`config.mk`:
```
export PLATFORM = sky130hd
export DESIGN_NAME = inst_fetch
export DESIGN_NICKNAME = d
export VERILOG_FILES = /design/src/rtl/inst_fetch.sv
export SDC_FILE = /design/constraint.sdc
export NUM_CORES = 1
export LEC_CHECK = 0
export CAP_MARGIN = 30
export CORE_UTILIZATION = 53
export DETAILED_ROUTE_END_ITERATION = 8
export PLACE_DENSITY = 0.77
export SYNTH_ARGS = -nofsm -noshare
export SYNTH_HDL_FRONTEND = slang
export SYNTH_SLANG_ARGS = --single-unit
```
`constraint.sdc`:
```
create_clock -name clk -period 9.45 [get_ports clk]
set_input_delay 1.89 -clock clk [delete_from_list [all_inputs] [get_ports clk]]
set_output_delay 1.89 -clock clk [all_outputs]
set_load 0.01 [all_outputs]
```
`src/rtl/inst_fetch.sv`:
```
`default_nettype none
// ============================================================================
// Module   : inst_fetch
// Purpose  : Front-end instruction fetch stage. Owns the PC, issues one
//            outstanding word fetch at a time to the memory controller, and
//            buffers returned words together with their PCs in a circular
//            instruction queue whose head is presented to decode/issue.
//            A clear from commit flushes the queue, abandons any in-flight
//            fetch and redirects the PC.
// Ports    : clk, rst           - clock, synchronous active-high reset
//            rdy                - global enable (0 freezes all state)
//            mem_req/mem_addr   - fetch request, held until mem_done
//            mem_done/mem_data  - one-cycle completion pulse with the word
//            out_valid/out_inst/out_pc/out_ready - queue head handshake
//            clear/clear_pc     - flush and redirect
// Revision : 1.0 - initial release
// ============================================================================
module inst_fetch #(
    parameter int          QUEUE_DEPTH_LOG = 3,
    parameter logic [31:0] RESET_PC        = 32'h0
) (
    input  logic        clk,
    input  logic        rst,
    input  logic        rdy,
    output logic        mem_req,
    output logic [31:0] mem_addr,
    input  logic        mem_done,
    input  logic [31:0] mem_data,
    output logic        out_valid,
    output logic [31:0] out_inst,
    output logic [31:0] out_pc,
    input  logic        out_ready,
    input  logic        clear,
    input  logic [31:0] clear_pc
);

    localparam int c_DEPTH = 1 << QUEUE_DEPTH_LOG;

    localparam logic [0:0] c_ST_IDLE = 1'b0;
    localparam logic [0:0] c_ST_WAIT = 1'b1;

    logic [0:0]                 r_state;
    logic [31:0]                r_pc;
    logic                       r_mem_req;
    logic [31:0]                r_mem_addr;
    logic [QUEUE_DEPTH_LOG-1:0] r_head;
    logic [QUEUE_DEPTH_LOG-1:0] r_tail;
    logic [QUEUE_DEPTH_LOG:0]   r_count;
    logic [31:0]                r_q_inst [c_DEPTH];
    logic [31:0]                r_q_pc   [c_DEPTH];

    logic w_full;
    logic w_empty;
    logic w_push;
    logic w_pop;

    // Count is one bit wider than the pointers, so its MSB alone marks full.
    assign w_full  = r_count[QUEUE_DEPTH_LOG];
    assign w_empty = (r_count == '0);

    // Clear (and reset) outrank both queue operations; a completion that
    // coincides with a clear belongs to the abandoned path and is dropped.
    assign w_push = !rst && rdy && !clear && (r_state == c_ST_WAIT) && mem_done;
    assign w_pop  = !rst && rdy && !clear && !w_empty && out_ready;

    // Queue storage carries no reset: validity is tracked solely by r_count.
    always_ff @(posedge clk) begin
        if (w_push) begin
            r_q_inst[r_tail] <= mem_data;
            r_q_pc[r_tail]   <= r_pc;
        end
    end

    always_ff @(posedge clk) begin
        if (rst) begin
            r_state    <= c_ST_IDLE;
            r_pc       <= RESET_PC;
            r_mem_req  <= 1'b0;
            r_mem_addr <= 32'h0;
            r_head     <= '0;
            r_tail     <= '0;
            r_count    <= '0;
        end else if (rdy) begin
            if (clear) begin
                // Dropping mem_req for at least one cycle tells the memory
                // controller to abort, so no stale completion can follow.
                r_state   <= c_ST_IDLE;
                r_pc      <= clear_pc;
                r_mem_req <= 1'b0;
                r_head    <= '0;
                r_tail    <= '0;
                r_count   <= '0;
            end else begin
                if (w_pop) begin
                    r_head <= r_head + QUEUE_DEPTH_LOG'(1);
                end
                if (w_push) begin
                    r_tail <= r_tail + QUEUE_DEPTH_LOG'(1);
                    r_pc   <= r_pc + 32'd4;
                end

                case ({w_push, w_pop})
                    2'b10:   r_count <= r_count + (QUEUE_DEPTH_LOG+1)'(1);
                    2'b01:   r_count <= r_count - (QUEUE_DEPTH_LOG+1)'(1);
                    default: r_count <= r_count;
                endcase

                case (r_state)
                    c_ST_IDLE: begin
                        // A slot is reserved at issue time, so the eventual
                        // push can never overflow the queue.
                        if (!w_full) begin
                            r_mem_req  <= 1'b1;
                            r_mem_addr <= r_pc;
                            r_state    <= c_ST_WAIT;
                        end
                    end
                    c_ST_WAIT: begin
                        if (mem_done) begin
                            r_mem_req <= 1'b0;
                            r_state   <= c_ST_IDLE;
                        end
                    end
                    default: begin
                        r_mem_req <= 1'b0;
                        r_state   <= c_ST_IDLE;
                    end
                endcase
            end
        end
    end

    assign mem_req   = r_mem_req;
    assign mem_addr  = r_mem_addr;
    assign out_valid = !w_empty;
    assign out_inst  = w_empty ? 32'h0 : r_q_inst[r_head];
    assign out_pc    = w_empty ? 32'h0 : r_q_pc[r_head];

endmodule
`default_nettype wire

```
==> impl_metrics.py, run 1 <==
metrics = {
    "run_status": {
        "status": "completed",
    },
    "worst_setup_path": {
        "criticalPathCategory": "reg -> out",
        "path_max_fanout": 62,
        "required_ns": 7.56,
        "cp-end-kind": "output pin",
        "crit_arrival_ns": 3.52,
        "cp-start-kind": "register",
    },
    "timing": {
        "worstMarginPinSlew_ns": 1.09,
        "fin_worst_skew_ns": 0.0140,
        "fin_crit_ns": 5.41,
        "fin_crit_sh_pct": 57.2,
        "slew_headroom_pct": 27.0,
        "hold_viol": 0,
        "tns_ns": 0,
        "setup_viol": 0,
        "max_freq_mhz": 185,
        "slew_violations": 0,
        "rsz0062_at_grt": "no",
    },
    "synthesis": {
        "synthFlopType": "edfxtp_1",
        "syn_inst": 1315,
        "yosysMostFrequentCell": "edfxtp_1",
        "synth_common_cells": "512 x edfxtp_1, 128 x mux4_2, 104 x nor2_1, 102 x nand2_1, 79 x dfxtp_1",
        "ys_top_cells_by_area": "edfxtp_1 66%, mux4_2 12%, dfxtp_1 6.8%, mux2i_1 2.9%, nor2_1 1.7%",
        "ys_seq_elements": 591,
        "yosys.area.top_type": "edfxtp_1",
        "synth.distinct_cells": 62,
        "synth.avg_cell_area_um2": 17.6,
        "async_flop_share_pct": 0,
        "ys_seq_area_share_pct": 73.1,
        "synth_warnings": 0,
        "synth_edf_count": 512,
        "syn-num-nets": 1390,
        "syn_area_mm2": 0.0232,
        "synth_top_area_share_pct": 66.3,
    },
    "layout": {
        "finish.utilization_pct": 64.0,
        "fillCellCount": 3012,
        "drive_gt1_share_pct": 17.8,
        "final_net_count": 1564,
        "antenna_cells": 0,
        "flow.area_growth_from_synthesis_pct": 19.1,
    },
    "die": {
        "die_area_mm2": 0.0446,
        "row_count": 76,
        "num_io_pins": 168,
        "start_util_pct": 53.7,
        "die_width_um": 211,
        "die_h_um": 211,
        "coreArea_mm2": 0.0432,
    },
    "routing": {
        "initialDrtViolationCount": 1209,
        "wire_per_inst_um": 23.9,
        "drt_first_pass_iters": 6,
        "wl_um": 50800,
        "detail-route-antenna-nets": 0,
        "avgViaCountPerCell": 6.00,
        "vias": 12700,
        "drc": 0,
    },
    "clocking": {
        "cts_buffers": 57,
        "root_buffer": "clkbuf_16",
        "post_cts.repair.setup_buffers": 0,
        "insertion_delay_ns": 0.62,
        "postCtsResizedCells": 0,
        "ctsHoldBuffers": 0,
        "htree_num_levels": 2,
        "cts_tree": "yes",
        "clkTransAtPathRegs_ns": 0.06,
        "clock-sinks": 591,
        "clock_path_buffers": 3,
    },
    "power_and_ir_drop": {
        "leakagePower_uw": 0.00844,
        "switching_share_pct": 20.4,
        "p_int_uw": 4230,
        "power_frac_seq_pct": 54.3,
        "powerDensity_mw_per_mm2": 192,
        "p_sw_uw": 1080,
        "p_clk_share_pct": 42.9,
        "power_frac_comb_pct": 2.7,
        "ir_drop_mv": 0.156,
    },
    "global_route": {
        "first_global_vias": 13100,
        "grt_antenna_before_repair": 0,
        "grt_overflow": 0,
        "grt_pass1_wl_um": 77200,
        "grt_use_total_pct": 23.3,
        "grt_max_degree": 129,
    },
    "placement": {
        "io_buffers": 167,
        "place_hpwl_um": 27900,
        "place.gp.congestion": 0.866,
    },
    "min_path": {
        "min_path_type": "reg -> reg",
    },
    "job": {
        "drv_cap": 0,
    },
}
[worst max-delay path, stage by stage, from the launching register on]
cell,delay [ns]
dfxtp_4,0.45
buf_16,0.31
buf_4,0.75
mux4_2,0.41
mux2i_1,0.32
nor2_1,0.07
clkdlybuf4s50_1,0.51
[layout by cell type (no fill, tap or decap), types with 11 or more instances in the layout]
cell,count
dfxtp_1,76
a21oi_1,63
clkdlybuf4s50_1,165
mux4_2,128
clkbuf_16,60
buf_4,16
edfxtp_1,512
mux2i_1,67
clkinv_2,15
nand2_1,102
nand3_1,12
o21ai_0,22
nor2_1,101
and3_1,11
[routing by layer]
metal  vias up  GRT usage (%)  share of wire (%)
li1       5580              -                  -
met4         0           9.00                3.1
met5         -              0                  0
met1      6480           32.0                 41
met3       102           3.32                6.9
met2       586           38.3                 49
[cell families (layout without fill, tap and decap cells)]
logic type               Yosys count  count (layout)  synth area share [%]
flip-flops                       591             591                  73.1
AND/OR/NAND/NOR                  282             282                  5.56
multiplexers                     195             195                  15.3
AO/OA/AOI/OAI                    154             154                  4.18
buffers and inverters             85             308                  1.47
adder cells (fa/ha/maj)            5               5                 0.270
XOR/XNOR                           3               3                 0.113
[through the flow]
stage	setup slack, ns	total power (uW)	hold slack (ns)	area, um^2	instances
5_1_grt	3.89	5450	0.481	27600	2123
4_1_cts	3.93	5350	0.461	27600	2123
3_3_place_gp	4.25	3080	0.448	25500	2006
6_report	4.04	5320	0.459	27600	2123
3_5_place_dp	4.28	3090	0.449	25700	2015
2_1_floorplan	0.381	3000	0.474	23200	1315
[flip-flops by register name, summed over array words and instances, names as in the netlist, named ones only]
name	cells
mem_req	1
mem_addr	32
r_head	3
r_q_inst	256
r_count	4
r_pc	32
r_tail	3
r_q_pc	256
r_state	1
[final timing paths]
path / from / end / slack [ns] / cells past startpoint
min reg2reg: mem_addr[7] / mem_addr[7] / 0.46 / 2
min: mem_addr[7] / mem_addr[7] / 0.46 / 2
max reg2reg: r_state / r_q_inst[3][15] / 6.39 / 6
max: register / out_pc[19] / 4.04 / 6
[area by class of cell]
cell class	instances	area, um^2	share of cell area (%)
clock buffer	71	1560	5.66
clock inverter	37	340	1.23
inverter	7	26.3	0.0951
multi-input combinational	639	5960	21.6
sequential	591	17000	61.4
tap	585	732	2.65
timing repair buffer	193	2040	7.39
[power by group through the flow]
stage               combinational, uW  sequential (uW)  clock, uW
floorplan                        66.8             2930          0
finish                            145             2890       2280
CTS                               145             2890       2320
detailed placement                143             2940          0
global placement                  137             2940          0
global route                      157             2890       2400
Power figures use the tool's default switching activity.
==> run 2, diff against run 1 <==
==> constraint.sdc (replaced) <==
create_clock -name clk -period 4.45 [get_ports clk]
set_input_delay 0.89 -clock clk [delete_from_list [all_inputs] [get_ports clk]]
set_output_delay 0.89 -clock clk [all_outputs]
set_load 0.01 [all_outputs]
==> run 2 against run 1 <==
Against the previous run:
- core utilization rose by 0.058 points
- register-to-register slack got worse by 4.4 ns
- wire length fell by 1.8%
- sequential power rose by 110%
- sequential share of layout area fell by 0.055 points
- setup slack got worse by 3.5 ns
- final area barely moved
- global-route usage fell by 0.41 points
- flip-flop and latch count did not move
- count of clock-buffer cells in the layout fell by 9
- final cell count barely moved
- die area did not move
- critical path type unchanged
- largest cell class unchanged
- largest power group unchanged
- highest routed layer unchanged
==> impl_metrics.py, run 2 (synthesis gave the netlist of run 1 again) <==
metrics = {
    "timing": {
        "fin_crit_sh_pct": 88.5,
        "worstMarginPinSlew_ns": 0.906,
        "hold_viol": 0,
        "slew_violations": 0,
        "fin_worst_skew_ns": 0.0324,
        "rsz0062_at_grt": "no",
        "setup_slack_ns": 0.513,
        "setup_viol": 0,
        "max_freq_mhz": 254,
        "hold_ws_ns": 0.460,
        "slew_headroom_pct": 39.2,
        "fin_crit_ns": 3.94,
    },
    "die": {
        "start_util_pct": 53.7,
        "coreArea_mm2": 0.0432,
        "die_width_um": 211,
        "num_io_pins": 168,
        "die_h_um": 211,
        "row_count": 76,
        "die_area_mm2": 0.0446,
    },
    "layout": {
        "layout.cells.non_filler": 2125,
        "drive_gt1_share_pct": 17.7,
        "final_cell_area_mm2": 0.0277,
        "finish.utilization_pct": 64.1,
        "fillCellCount": 3008,
        "flow.area_growth_from_synthesis_pct": 19.2,
        "final_common_cell": "edfxtp_1",
        "final_net_count": 1570,
        "mostFrequentLayoutCells": "512 x edfxtp_1, 165 x clkdlybuf4s50_1, 128 x mux4_2",
        "antenna_cells": 0,
        "top_regs": "r_q_inst: 256 flops, r_q_pc: 256 flops",
    },
    "clocking": {
        "insertion_delay_ns": 0.61,
        "root_buffer": "clkbuf_16",
        "cts_buffers": 55,
        "htree_num_levels": 2,
        "ctsHoldBuffers": 0,
        "cts_tree": "yes",
        "clock_path_buffers": 3,
        "clkTransAtPathRegs_ns": 0.06,
        "post_cts.repair.setup_buffers": 0,
        "clock-sinks": 591,
        "postCtsResizedCells": 0,
    },
    "routing": {
        "drt_first_pass_iters": 6,
        "drc": 0,
        "vias": 12600,
        "wire_per_inst_um": 23.5,
        "initialDrtViolationCount": 1117,
        "wl_um": 49900,
        "detail-route-antenna-nets": 0,
        "avgViaCountPerCell": 5.94,
    },
    "worst_setup_path": {
        "r2r-start": "r_pc[4]",
        "reg2reg_slack_ns": 1.99,
        "path_max_fanout": 28,
        "criticalPathCategory": "reg -> out",
        "r2r_cells": 5,
        "endpoint": "out_pc[2]",
        "cp-end-kind": "output pin",
        "required_ns": 3.56,
        "reg2reg_to": "r_pc[23]",
        "crit_arrival_ns": 3.05,
        "cp-start-kind": "register",
    },
    "global_route": {
        "grt_antenna_before_repair": 0,
        "first_global_vias": 12800,
        "grt_max_degree": 78,
        "grt_use_total_pct": 22.9,
        "grt_pass1_wl_um": 76400,
        "grt_overflow": 0,
    },
    "power_and_ir_drop": {
        "ir_drop_mv": 0.299,
        "leakagePower_uw": 0.00843,
        "powerDensity_mw_per_mm2": 406,
    },
    "min_path": {
        "min_path_type": "reg -> reg",
        "holdPathStages": 2,
    },
    "run_status": {
        "status": "completed",
    },
    "placement": {
        "place.gp.congestion": 0.841,
        "post_dp_cell_area_mm2": 0.0258,
        "place_hpwl_um": 28000,
        "dp_slack_ns": 1.04,
        "io_buffers": 167,
        "place_inst": 2023,
    },
    "job": {
        "drv_cap": 0,
    },
}
==> run 2: worst min path at each step <==
stage                             from  slack [ns]           end
final                      mem_addr[7]        0.46   mem_addr[7]
after global routing      mem_addr[22]        0.48  mem_addr[22]
after CTS                  mem_addr[7]        0.46   mem_addr[7]
after detailed placement   mem_addr[7]        0.45   mem_addr[7]
after global placement     mem_addr[7]        0.45   mem_addr[7]
after floorplan                r_state        0.47       r_state
==> run 2: per-stage QoR <==
stage | setup TNS, ns | total power (uW)
3_5_place_dp | 0 | 6560
6_report | 0 | 11200
5_1_grt | 0 | 11500
3_3_place_gp | 0 | 6540
4_1_cts | 0 | 11300
2_1_floorplan | -425.31 | 6360
==> run 2: power breakdown <==
| part | total [uW] | internal (uW) | leakage (uW) | switching [uW] |
|---|---|---|---|---|
| Clock | 4800 | 2820 | 0.000899 | 1980 |
| Sequential | 6140 | 6060 | 0.00522 | 78.7 |
| Combinational | 307 | 140 | 0.00232 | 167 |
==> run 2: metal layers <==
layer	up-vias	global-route usage [%]	share of wire (%)
met5	-	0	0
met4	0	6.47	2.0
met3	68	3.81	7.1
met2	516	36.6	48
met1	6417	33.0	43
li1	5613	-	-
==> run 2: area by class of cell <==
| cell class | count | area (um^2) | area share, % |
|---|---|---|---|
| clock buffer | 62 | 1420 | 5.15 |
| inverter | 7 | 26.3 | 0.0950 |
| timing repair buffer | 201 | 2100 | 7.59 |
| tap | 585 | 732 | 2.65 |
| clock inverter | 40 | 432 | 1.56 |
| sequential | 591 | 17000 | 61.3 |
| multi-input combinational | 639 | 5980 | 21.6 |
==> run 2: critical path, stage by stage (launching register included) <==
cell and delay (ns):
dfxtp_4 0.72, buf_4 0.35, mux4_2 0.54, mux2i_1 0.26, nor2_1 0.07, clkdlybuf4s50_1 0.50
